$ cat config.mk
export PLATFORM = sky130hd
export DESIGN_NAME = pwm_multi_channel
export DESIGN_NICKNAME = d
export VERILOG_FILES = /design/src/rtl/pwm_multi_channel.sv
export SDC_FILE = /design/constraint.sdc
export NUM_CORES = 1
export LEC_CHECK = 0
export CAP_MARGIN = 5
export CORE_MARGIN = 1
export CORE_UTILIZATION = 52
export CTS_CLUSTER_DIAMETER = 40
export DETAILED_ROUTE_END_ITERATION = 8
export MAX_ROUTING_LAYER = met4
export PLACE_DENSITY = 0.8
export SLEW_MARGIN = 20
export SYNTH_ARGS = -nofsm -noshare
export SYNTH_HDL_FRONTEND = slang
export SYNTH_SLANG_ARGS = --single-unit
$ cat constraint.sdc
create_clock -name clk -period 4.2 [get_ports clk]
set_input_delay 0.84 -clock clk [delete_from_list [all_inputs] [get_ports clk]]
set_output_delay 0.84 -clock clk [all_outputs]
set_load 0.03 [all_outputs]
$ cat src/rtl/pwm_multi_channel.sv
// pwm_multi_channel: one shared counter driving NUM_CH shadowed duty compares with complementary outputs; PWM_DEADTIME_EN adds dead-band.
// Latency: one clk from counter value to pwm_out/pwm_out_n/cnt_wrap; shadowed period/mode/duty go live at the period boundary.
// Backpressure: none; a duty write is accepted every cycle and writes to channels >= NUM_CH are dropped.
module pwm_multi_channel #(
    parameter int NUM_CH = 4,
    parameter int CNT_W  = 16,
    parameter int DEAD_W = 8,
    localparam int CH_W  = (NUM_CH > 1) ? $clog2(NUM_CH) : 1
) (
    input  logic              clk,
    input  logic              rst,
    input  logic              enable,
    input  logic [CNT_W-1:0]  period,
    input  logic              mode,
    input  logic              cfg_we,
    input  logic [CH_W-1:0]   cfg_ch,
    input  logic [CNT_W-1:0]  cfg_duty,
    input  logic [DEAD_W-1:0] dead_time,
    output logic [NUM_CH-1:0] pwm_out,
    output logic [NUM_CH-1:0] pwm_out_n,
    output logic              cnt_wrap
);

    localparam logic [0:0] DIR_UP = 1'b0;
    localparam logic [0:0] DIR_DN = 1'b1;

    logic [CNT_W-1:0]              cnt_q, cnt_d;
    logic [0:0]                    dir_q, dir_d;
    logic [CNT_W-1:0]              per_act_q, per_act_d;
    logic                          mode_act_q, mode_act_d;
    logic [NUM_CH-1:0][CNT_W-1:0]  duty_sh_q, duty_sh_d;
    logic [NUM_CH-1:0][CNT_W-1:0]  duty_act_q, duty_act_d;
    logic [NUM_CH-1:0]             pwm_q, pwm_d;
    logic [NUM_CH-1:0]             pwm_n_q, pwm_n_d;
    logic                          wrap_q, wrap_d;

    logic [CNT_W-1:0]              per_in;
    logic [CNT_W-1:0]              per_m1;
    logic                          boundary;
    logic                          load;
    logic [NUM_CH-1:0]             raw;

    assign per_in = (period == '0) ? CNT_W'(1) : period;
    assign per_m1 = per_act_q - CNT_W'(1);

    // Edge mode wraps after P-1; center mode wraps once the down ramp reaches 0.
    assign boundary = mode_act_q ? ((dir_q == DIR_DN) && (cnt_q == '0))
                                 : (cnt_q >= per_m1);

    always_comb begin : shadow_c
        duty_sh_d = duty_sh_q;
        for (int i = 0; i < NUM_CH; i++) begin
            if (cfg_we && (cfg_ch == CH_W'(i))) begin
                duty_sh_d[i] = cfg_duty;
            end
        end
    end

    always_comb begin : count_c
        cnt_d      = cnt_q;
        dir_d      = dir_q;
        wrap_d     = 1'b0;
        load       = 1'b0;
        per_act_d  = per_act_q;
        mode_act_d = mode_act_q;
        duty_act_d = duty_act_q;
        if (!enable) begin
            cnt_d = '0;
            dir_d = DIR_UP;
            load  = 1'b1;
        end else if (boundary) begin
            cnt_d  = '0;
            dir_d  = DIR_UP;
            wrap_d = 1'b1;
            load   = 1'b1;
        end else if (dir_q == DIR_UP) begin
            // Center mode holds the top value for a second cycle while turning around.
            if (mode_act_q && (cnt_q == per_m1)) begin
                dir_d = DIR_DN;
            end else begin
                cnt_d = cnt_q + CNT_W'(1);
            end
        end else begin
            cnt_d = cnt_q - CNT_W'(1);
        end
        // Loading from the write-bypassed shadow lets a boundary-cycle write land in the new period.
        if (load) begin
            per_act_d  = per_in;
            mode_act_d = mode;
            duty_act_d = duty_sh_d;
        end
    end

    always_comb begin : compare_c
        raw = '0;
        for (int i = 0; i < NUM_CH; i++) begin
            raw[i] = (cnt_q < duty_act_q[i]);
        end
    end

`ifdef PWM_DEADTIME_EN
    logic [DEAD_W-1:0]              dead_act_q, dead_act_d;
    logic [NUM_CH-1:0]              last_raw_q, last_raw_d;
    logic [NUM_CH-1:0][DEAD_W-1:0]  run_q, run_d;

    // run_q counts how long raw has held its level; a side may only rise once that reaches dead_act_q.
    always_comb begin : dead_c
        logic [DEAD_W-1:0] run_cur;
        run_cur    = '0;
        dead_act_d = load ? dead_time : dead_act_q;
        last_raw_d = enable ? raw : '0;
        pwm_d      = '0;
        pwm_n_d    = '0;
        run_d      = '0;
        for (int i = 0; i < NUM_CH; i++) begin
            run_cur    = (raw[i] != last_raw_q[i]) ? '0 : run_q[i];
            pwm_d[i]   = enable && raw[i] && (run_cur >= dead_act_q);
            pwm_n_d[i] = enable && !raw[i] && (run_cur >= dead_act_q);
            if (enable) begin
                run_d[i] = (run_cur == '1) ? run_cur : run_cur + DEAD_W'(1);
            end
        end
    end

    always_ff @(posedge clk) begin
        if (rst) begin
            dead_act_q <= '0;
            last_raw_q <= '0;
            run_q      <= '0;
        end else begin
            dead_act_q <= dead_act_d;
            last_raw_q <= last_raw_d;
            run_q      <= run_d;
        end
    end
`else
    logic unused_dead_time;
    assign unused_dead_time = ^dead_time;

    always_comb begin : out_c
        pwm_d   = enable ? raw  : '0;
        pwm_n_d = enable ? ~raw : '0;
    end
`endif

    always_ff @(posedge clk) begin
        if (rst) begin
            cnt_q      <= '0;
            dir_q      <= DIR_UP;
            per_act_q  <= CNT_W'(1);
            mode_act_q <= 1'b0;
            duty_sh_q  <= '0;
            duty_act_q <= '0;
            pwm_q      <= '0;
            pwm_n_q    <= '0;
            wrap_q     <= 1'b0;
        end else begin
            cnt_q      <= cnt_d;
            dir_q      <= dir_d;
            per_act_q  <= per_act_d;
            mode_act_q <= mode_act_d;
            duty_sh_q  <= duty_sh_d;
            duty_act_q <= duty_act_d;
            pwm_q      <= pwm_d;
            pwm_n_q    <= pwm_n_d;
            wrap_q     <= wrap_d;
        end
    end

    assign pwm_out   = pwm_q;
    assign pwm_out_n = pwm_n_q;
    assign cnt_wrap  = wrap_q;

endmodule

After elaboration in Yosys (flattened, before gate mapping). Cells that the tools add are included.

Output and inout port bits: 9. Word-level logic and storage cells: 53. Register bits: 171. Bits of input ports: 47.

Reductions and logical operators: 11. Bitwise operators: 2. Magnitude comparators: 5. $add $sub $neg: 3. Multiplexer cells: 12. Equal/unequal tests: 5.

Operators with widths (number): $mux 16 (7); $lt 16x16->1 (4); $logic_not 16->1 (2); $sub 16x1->16 const B (2); $add 16x1->16 const B (1); $eq 16x16->1 (1); $ge 16x16->1 (1); $logic_and 1x1->1 (6); $mux 1 (5); $eq 2x2->1 const B (2); $not 4->4 (1); $reduce_or 3->1 (1); $eq 2x1->1 const B (1); $logic_not 2->1 (1); $ne 2x2->1 const B (1); $reduce_or 2->1 (1); $not 1->1 (1).

Logic depth before layout (Yosys ltp).
Word-level depth: 5. Gate-level depth with buffers: 17.

Worst setup path after synthesis. No wires, ideal clock.

Path type: register to register. Start: reg per_act_q[0]. End: reg duty_act_q[10] (netlist bit). Path slack: 0.605 ns. Path buffers: 1. Stages on the path, launching flop included: 15. Arrival: 3.478 ns. Library setup time: 0.117 ns. Required time: 4.083 ns. Cell sequence: dfxtp_1 -> nor3_1 -> nand2b_1 -> nor4_1 -> nand2_1 -> nor3_1 -> xnor2_1 -> ha_1 -> nand4_1 -> or4_4 -> a221o_1 -> a21oi_4 -> nor3_4 -> buf_6 -> a2bb2oi_2.

Longest elaborated chain between the ends: 5.

RTL lines: start: declaration (RTL line 29) `logic [CNT_W-1:0] per_act_q, per_act_d;`; start signal: assignment (RTL line 160) `per_act_q <= per_act_d;`; $sub 16x1->16 (RTL line 44) `assign per_m1 = per_act_q - CNT_W'(1);`; $ge 16x16->1 (RTL line 48) `: (cnt_q >= per_m1);`; $mux 1 (RTL line 47) `assign boundary = mode_act_q ? ((dir_q == DIR_DN) && (cnt_q == '0))`; $mux 1 (RTL line 71) `end else if (boundary) begin`; $mux 1 (RTL line 67) `if (!enable) begin`; end signal: assignment (RTL line 163) `duty_act_q <= duty_act_d;`; end: declaration (RTL line 32) `logic [NUM_CH-1:0][CNT_W-1:0] duty_act_q, duty_act_d;`.

No other way between the ends. A chain may end at the register's enable or synchronous reset.

Worst setup path in the final report.
Start: reg per_act_q[0]. End: reg duty_act_q[56] (netlist bit).

The elaborated chain is that of the path after synthesis.

==> impl_metrics.env <==
export IMPL_powerDensity_mw_per_mm2=376
export IMPL_port_buffers=47
export IMPL_drt_iter0_drc=540
export IMPL_synthesis_nets=1129
export IMPL_max_slew_margin=0.381
export IMPL_yosysUniqueCellTypes=58
export IMPL_grt_pass1_vias=6907
export IMPL_htree_levels=4
export IMPL_finalNetCount=1176
export IMPL_grt_total_usage=0.274
export IMPL_fp_dieH_um=131
export IMPL_grt_max_degree=84
export IMPL_hold_class="register to register"
export IMPL_crit_required_ps=4480
export IMPL_regArea_sq_mm=0.00342
export IMPL_max_stage_delay_ps=600
export IMPL_ys_seq_elements=171
export IMPL_yosys_warnings=0
export IMPL_instances_no_fill=1266
export IMPL_peakVddDrop_mv=0.327
export IMPL_route_detailed_drc=0
export IMPL_die_area_sq_mm=0.0172
export IMPL_cts_setup_buffers=0
export IMPL_die_w_um=131
export IMPL_crit_path_max_fanout=64
export IMPL_synth_avg_cell_area_sq_um=8.75
export IMPL_num_vias=7362
export IMPL_initial_core_util=0.540
export IMPL_cts_path_max_buffers=2
export IMPL_numCtsBuffers=17
export IMPL_timing_final_ws_setup_ps=410
export IMPL_crit_buf_inv=2
export IMPL_drv_slew=0
export IMPL_worstMarginPinSlew_ps=929
export IMPL_finalHoldViolCount=0
export IMPL_drive_gt1_frac=0.0762
export IMPL_critPathTopFamily="simple AND/OR/NAND/NOR gates"
export IMPL_cts_tree="yes"
export IMPL_status="finished clean"
export IMPL_worstSetupEndpointType="register"
export IMPL_area_growth_pct=14.6
export IMPL_cts_hold_buf=0
export IMPL_place_inst=1234
export IMPL_yosys_top_cells_area="dfxtp_1 (40%), ha_1 (13%), nand2_1 (7.2%)"
export IMPL_gp_congestion=0.888
export IMPL_drt_wl_total_um=21400
export IMPL_cts_resized=0
export IMPL_fin_total_pwr_mw=3.74
export IMPL_fill_cells=1342
export IMPL_crit_path_top_delay_cell="or4_4"
export IMPL_grt_pass1_wl_um=34700
export IMPL_yosysSeqAreaShare=0.395
export IMPL_post_drt_via_cell_ratio=5.82
export IMPL_clock_sinks=171
export IMPL_max_freq_mhz=264
export IMPL_synth_edf_count=0
export IMPL_fin_setup_tns_ps=0
export IMPL_rsz0062_at_grt="false"
export IMPL_rows=46
export IMPL_path_class="register to register"
export IMPL_cap_violations=0
export IMPL_post_drt_wl_per_cell_um=16.9
export IMPL_cts_root_buf="clkbuf_16"
export IMPL_pre_cts_ws_ps=264
export IMPL_grt_ovfl_total=0
export IMPL_path_cells="nor3_2 -> nand2b_1 -> nor4_1 -> buf_4 -> nand2_1 -> nor3_1 -> xnor2_1 -> ha_1 -> nand4_1 -> or4_4 -> a221o_1 -> a21oi_4 -> nor3_4 -> buf_12 -> a2bb2oi_1"
export IMPL_yosys_area_top_type="dfxtp_1"
export IMPL_synth_cells=990
export IMPL_core_sq_mm=0.0161
export IMPL_ff2ff_setup_slack_ps=410
export IMPL_multiInputGateArea_sq_mm=0.00474
export IMPL_clk_pin_slew_ps=70
export IMPL_crit_path_start_kind="register"
export IMPL_io_pins=56
export IMPL_period_needed_ps=3790
export IMPL_antenna_left=0
export IMPL_period_share=0.902
export IMPL_clkLatencyLatePin_ps=430
export IMPL_synth_top_area_frac=0.395
export IMPL_total_leakage_power_nw=4.12
export IMPL_arrival_ps=4070
export IMPL_antenna_cells=0
export IMPL_hpwl_um=14700
export IMPL_syn_cell_area_sq_mm=0.00866
export IMPL_synthArstFlopShare=0
export IMPL_finClkSkew_ps=8.20
export IMPL_synth_main_ff_cell="dfxtp_1"
export IMPL_firstDrtPassIters=5
export IMPL_finalSetupViolations=0
export IMPL_antenna_found_initial=0
export IMPL_final_util=0.618
==> stage by stage <==
stage | cell area, sq um | hold WS (ps)
CTS | 9920 | 462
global placement | 9360 | 446
detailed placement | 9360 | 452
global route | 9930 | 478
floorplan | 8660 | 438
finish | 9930 | 460
==> logic make-up after synthesis <==
kind of cell / count (synthesis) / share of synthesized area
compound gates: 285 / 0.226
xor+xnor: 20 / 0.0202
fa+ha+maj: 92 / 0.134
buf+inv: 113 / 0.0602
flops: 171 / 0.395
mux: 1 / 0.00116
simple gates: 308 / 0.164
==> worst register-to-register path: stages, from the launching register on <==
cell and delay [ps]:
dfxtp_1 330, nor3_2 240, nand2b_1 120, nor4_1 180, buf_4 170, nand2_1 90
nor3_1 230, xnor2_1 100, ha_1 290, nand4_1 160, or4_4 600, a221o_1 340
a21oi_4 250, nor3_4 80, buf_12 260, a2bb2oi_1 200
==> cells in the mapped netlist, types with 19 or more instances <==
cell type	instances
nor3_1	23
clkbuf_1	24
a21oi_1	110
o21ai_0	37
a21o_1	25
nand3_1	19
nor2_1	35
dfxtp_1	171
a2bb2oi_1	50
inv_1	70
ha_1	91
nand2_1	166
==> flip-flops by register name (all words and copies together), names as in the netlist <==
register,flops
duty_sh_q,64
cnt_q,16
cnt_wrap,1
per_act_q,16
duty_act_q,64
dir_q,1
pwm_out,4
mode_act_q,1
pwm_out_n,4
==> worst paths after layout <==
check / to / startpoint / depth (start not counted)
worst max-delay path: duty_act_q[56] / per_act_q[0] / 15
worst min register to register: duty_act_q[22] / duty_act_q[22] / 2
worst min-delay path: duty_act_q[22] / duty_act_q[22] / 2
worst max register to register: duty_act_q[56] / per_act_q[0] / 15
==> layout by cell type (no fill, tap or decap), types with 4 or more instances in the layout <==
master           count
dfxtp_1            171
nand2_1            166
a21oi_1            110
ha_1                91
inv_1               70
a2bb2oi_1           50
clkdlybuf4s50_1     46
o21ai_0             37
nor2_1              35
a21o_1              25
nor3_1              22
buf_4               22
nand3_1             19
clkbuf_16           17
nor4_1              14
xnor2_1             14
o21a_1              11
a211oi_1            11
a2bb2oi_2           10
nand4_1              9
nand2b_1             7
xor2_1               6
and3_1               5
or4_1                5
o31a_1               5
or3_1                4
or3b_2               4
o22a_1               4
o311a_1              4
clkinv_2             4
==> metal layers <==
layer	track usage	share of wire
met1	0.329	0.44
met2	0.446	0.48
met3	0.0507	0.054
met4	0.123	0.033
met5	-	0
==> where the power goes <==
part	internal [mW]	leakage, nW	total (mW)	switching, mW
Sequential	1.71	1.40	1.75	0.0372
Combinational	0.211	2.45	0.490	0.278
Clock	0.834	0.274	1.50	0.663
Total	2.76	4.12	3.74	0.979
==> area by class of cell <==
class	instances	share of cell area
clock inverters	13	0.0118
well taps	216	0.0272
inverters	70	0.0265
clock buffers	19	0.0446
flip-flops and latches	171	0.345
multi-input cells	706	0.477
repair buffers	71	0.0676
Power figures use the tool's default switching activity.
==> variant, RTL diff (same settings) <==
Put one more register stage on the output `pwm_out_n`, with the module's reset. The value now appears one clock later. The other outputs are not delayed to match. Comments in the files are not updated.
--- a/src/rtl/pwm_multi_channel.sv
+++ b/src/rtl/pwm_multi_channel.sv
@@ -169,5 +169,11 @@
 
     assign pwm_out   = pwm_q;
-    assign pwm_out_n = pwm_n_q;
+    always_ff @(posedge clk) begin
+        if (rst) begin
+            pwm_out_n <= '0;
+        end else begin
+            pwm_out_n <= pwm_n_q;
+        end
+    end
     assign cnt_wrap  = wrap_q;
 
Behaviour: not the same (a bounded check fails within 4 cycles, from zero or initial values and one cycle with rst high).
==> variant against the original RTL <==
  * Synthesized area grew 1.0%
  * Routed wire length grew 3.2%
  * Total power grew 2.1%
  * Final area grew 1.2%
  * Sequential cell count grew 4
  * First-iteration DRC count grew 4.6%
  * Worst setup slack lost 0.11 ns
  * Final cell count grew 0.95%
  * Combinational power grew 3%
  * Via count grew 0.50%
  * Die area grew 0.99%
  * Critical path type unchanged
==> variant: results (changes against the original RTL) <==
<table>
<tr><th>Metric</th><th>Value</th></tr>
<tr><th colspan="2">Outcome</th></tr>
<tr><td>Outcome</td><td>completed (unchanged)</td></tr>
<tr><th colspan="2">Global route</th></tr>
<tr><td>First-pass GRT wire length</td><td>35500 microns (was 34700 microns)</td></tr>
<tr><td>Number of global-route vias before repair</td><td>6922 (was 6907)</td></tr>
<tr><td>Global router's overall resource usage</td><td>0.270 (was 0.274)</td></tr>
<tr><th colspan="2">Cells and area</th></tr>
<tr><td>Total number of multi-input combinational cells</td><td>711 (was 706)</td></tr>
<tr><td>Share of final-layout standard cells stronger than drive strength 1</td><td>0.0737 (was 0.0762)</td></tr>
<tr><td>Non-clock buffer count in the final layout</td><td>70 (was 71)</td></tr>
<tr><td>Clock network area share</td><td>0.0563 (was 0.0565)</td></tr>
<tr><td>Non-clock buffering overhead in the final layout</td><td>0.0672 (was 0.0676)</td></tr>
<tr><th colspan="2">Pwr</th></tr>
<tr><td>Fraction of power spent switching nets</td><td>0.261 (was 0.262)</td></tr>
<tr><td>Lkg Pwr</td><td>4.16 nW (was 4.12 nW)</td></tr>
<tr><td>VDD IR-drop max</td><td>319 uV (was 327 uV)</td></tr>
<tr><th colspan="2">Route</th></tr>
<tr><td>1st-iter DRT viols</td><td>565 (was 540)</td></tr>
<tr><td>DR WL/cell</td><td>17.3 microns (was 16.9 microns)</td></tr>
<tr><th colspan="2">STA</th></tr>
<tr><td>Worst-Margin Slew</td><td>0.875 ns (was 0.929 ns)</td></tr>
<tr><td>Setup Skew</td><td>0.00758 ns (was 0.00820 ns)</td></tr>
<tr><th colspan="2">Synthesis</th></tr>
<tr><td>Most used standard cells in the synthesized netlist</td><td>dfxtp_1 (175), nand2_1 (166), a21oi_1 (110) (was dfxtp_1 (171), nand2_1 (166), a21oi_1 (110))</td></tr>
<tr><td>Net count of the mapped netlist</td><td>1138 (was 1129)</td></tr>
<tr><td>Synth Area in Compound Gates</td><td>0.223 (was 0.226)</td></tr>
<tr><td>Flip-flop and latch count after synthesis</td><td>175 (was 171)</td></tr>
<tr><td>Xor and xnor fraction of the mapped netlist area</td><td>0.0200 (was 0.0202)</td></tr>
<tr><th colspan="2">Placement</th></tr>
<tr><td>Dpl ws</td><td>0.280 ns (was 0.264 ns)</td></tr>
<tr><td>Weighted congestion at the end of routability-driven global placement</td><td>0.907 (was 0.888)</td></tr>
<tr><td>Final HPWL DP</td><td>15000 microns (was 14700 microns)</td></tr>
<tr><th colspan="2">Worst setup path</th></tr>
<tr><td>Crit-path max FO</td><td>26 (was 64)</td></tr>
</table>
[variant: cell types whose count changed after synthesis, sizes merged]
| cell | change |
|---|---|
| buf | -1 |
| dfxtp | +4 |
| nor2b | +4 |
| clkbuf | +2 |
[variant: logic make-up after synthesis]
logic type / Yosys count
DFF: 175
xor gates and xnor gates: 20
adders and majority gates: 92
AOI/OAI and AO/OA: 285
muxes: 1
buffers and inverters: 114
and+or+nand+nor: 312
[variant: metrics by stage]
stage	total power, W	util	cell area, sq um	instances	hold WS, ns
6_report	0.00382	0.608	10000	1278	0.450
5_1_grt	0.00397	0.608	10000	1278	0.477
4_1_cts	0.00383	0.606	10000	1274	0.455
3_5_place_dp	0.00232	0.572	9450	1242	0.439
3_3_place_gp	0.00230	0.572	9450	1242	0.434
2_1_floorplan	0.00216	-	8750	999	0.414
[variant: power groups by stage]
stage	Clock [W]	Combinational (W)	Sequential [W]
after floorplan	0	0.000336	0.00182
after global placement	0	0.000480	0.00182
after detailed placement	0	0.000494	0.00183
after CTS	0.00154	0.000497	0.00179
after global routing	0.00161	0.000559	0.00180
final	0.00152	0.000505	0.00179
[variant: metal layers]
layer / vias up / GRT usage / part of all wire
met2: 254 / 0.415 / 0.46
met1: 3447 / 0.341 / 0.45
li1: 3639 / - / -
met4: 0 / 0.136 / 0.039
met5: - / - / 0
met3: 59 / 0.0492 / 0.059
[variant: worst paths after layout]
| check | from | endpoint | slack (ns) | depth (start not counted) |
|---|---|---|---|---|
| worst max register to register | per_act_q[1] | duty_act_q[13] | 0.30 | 15 |
| worst max-delay path | per_act_q[1] | duty_act_q[13] | 0.30 | 15 |
| worst min-delay path | pwm_n_q[0] | pwm_out_n[0] | 0.45 | 1 |
| worst min register to register | pwm_n_q[0] | pwm_out_n[0] | 0.45 | 1 |
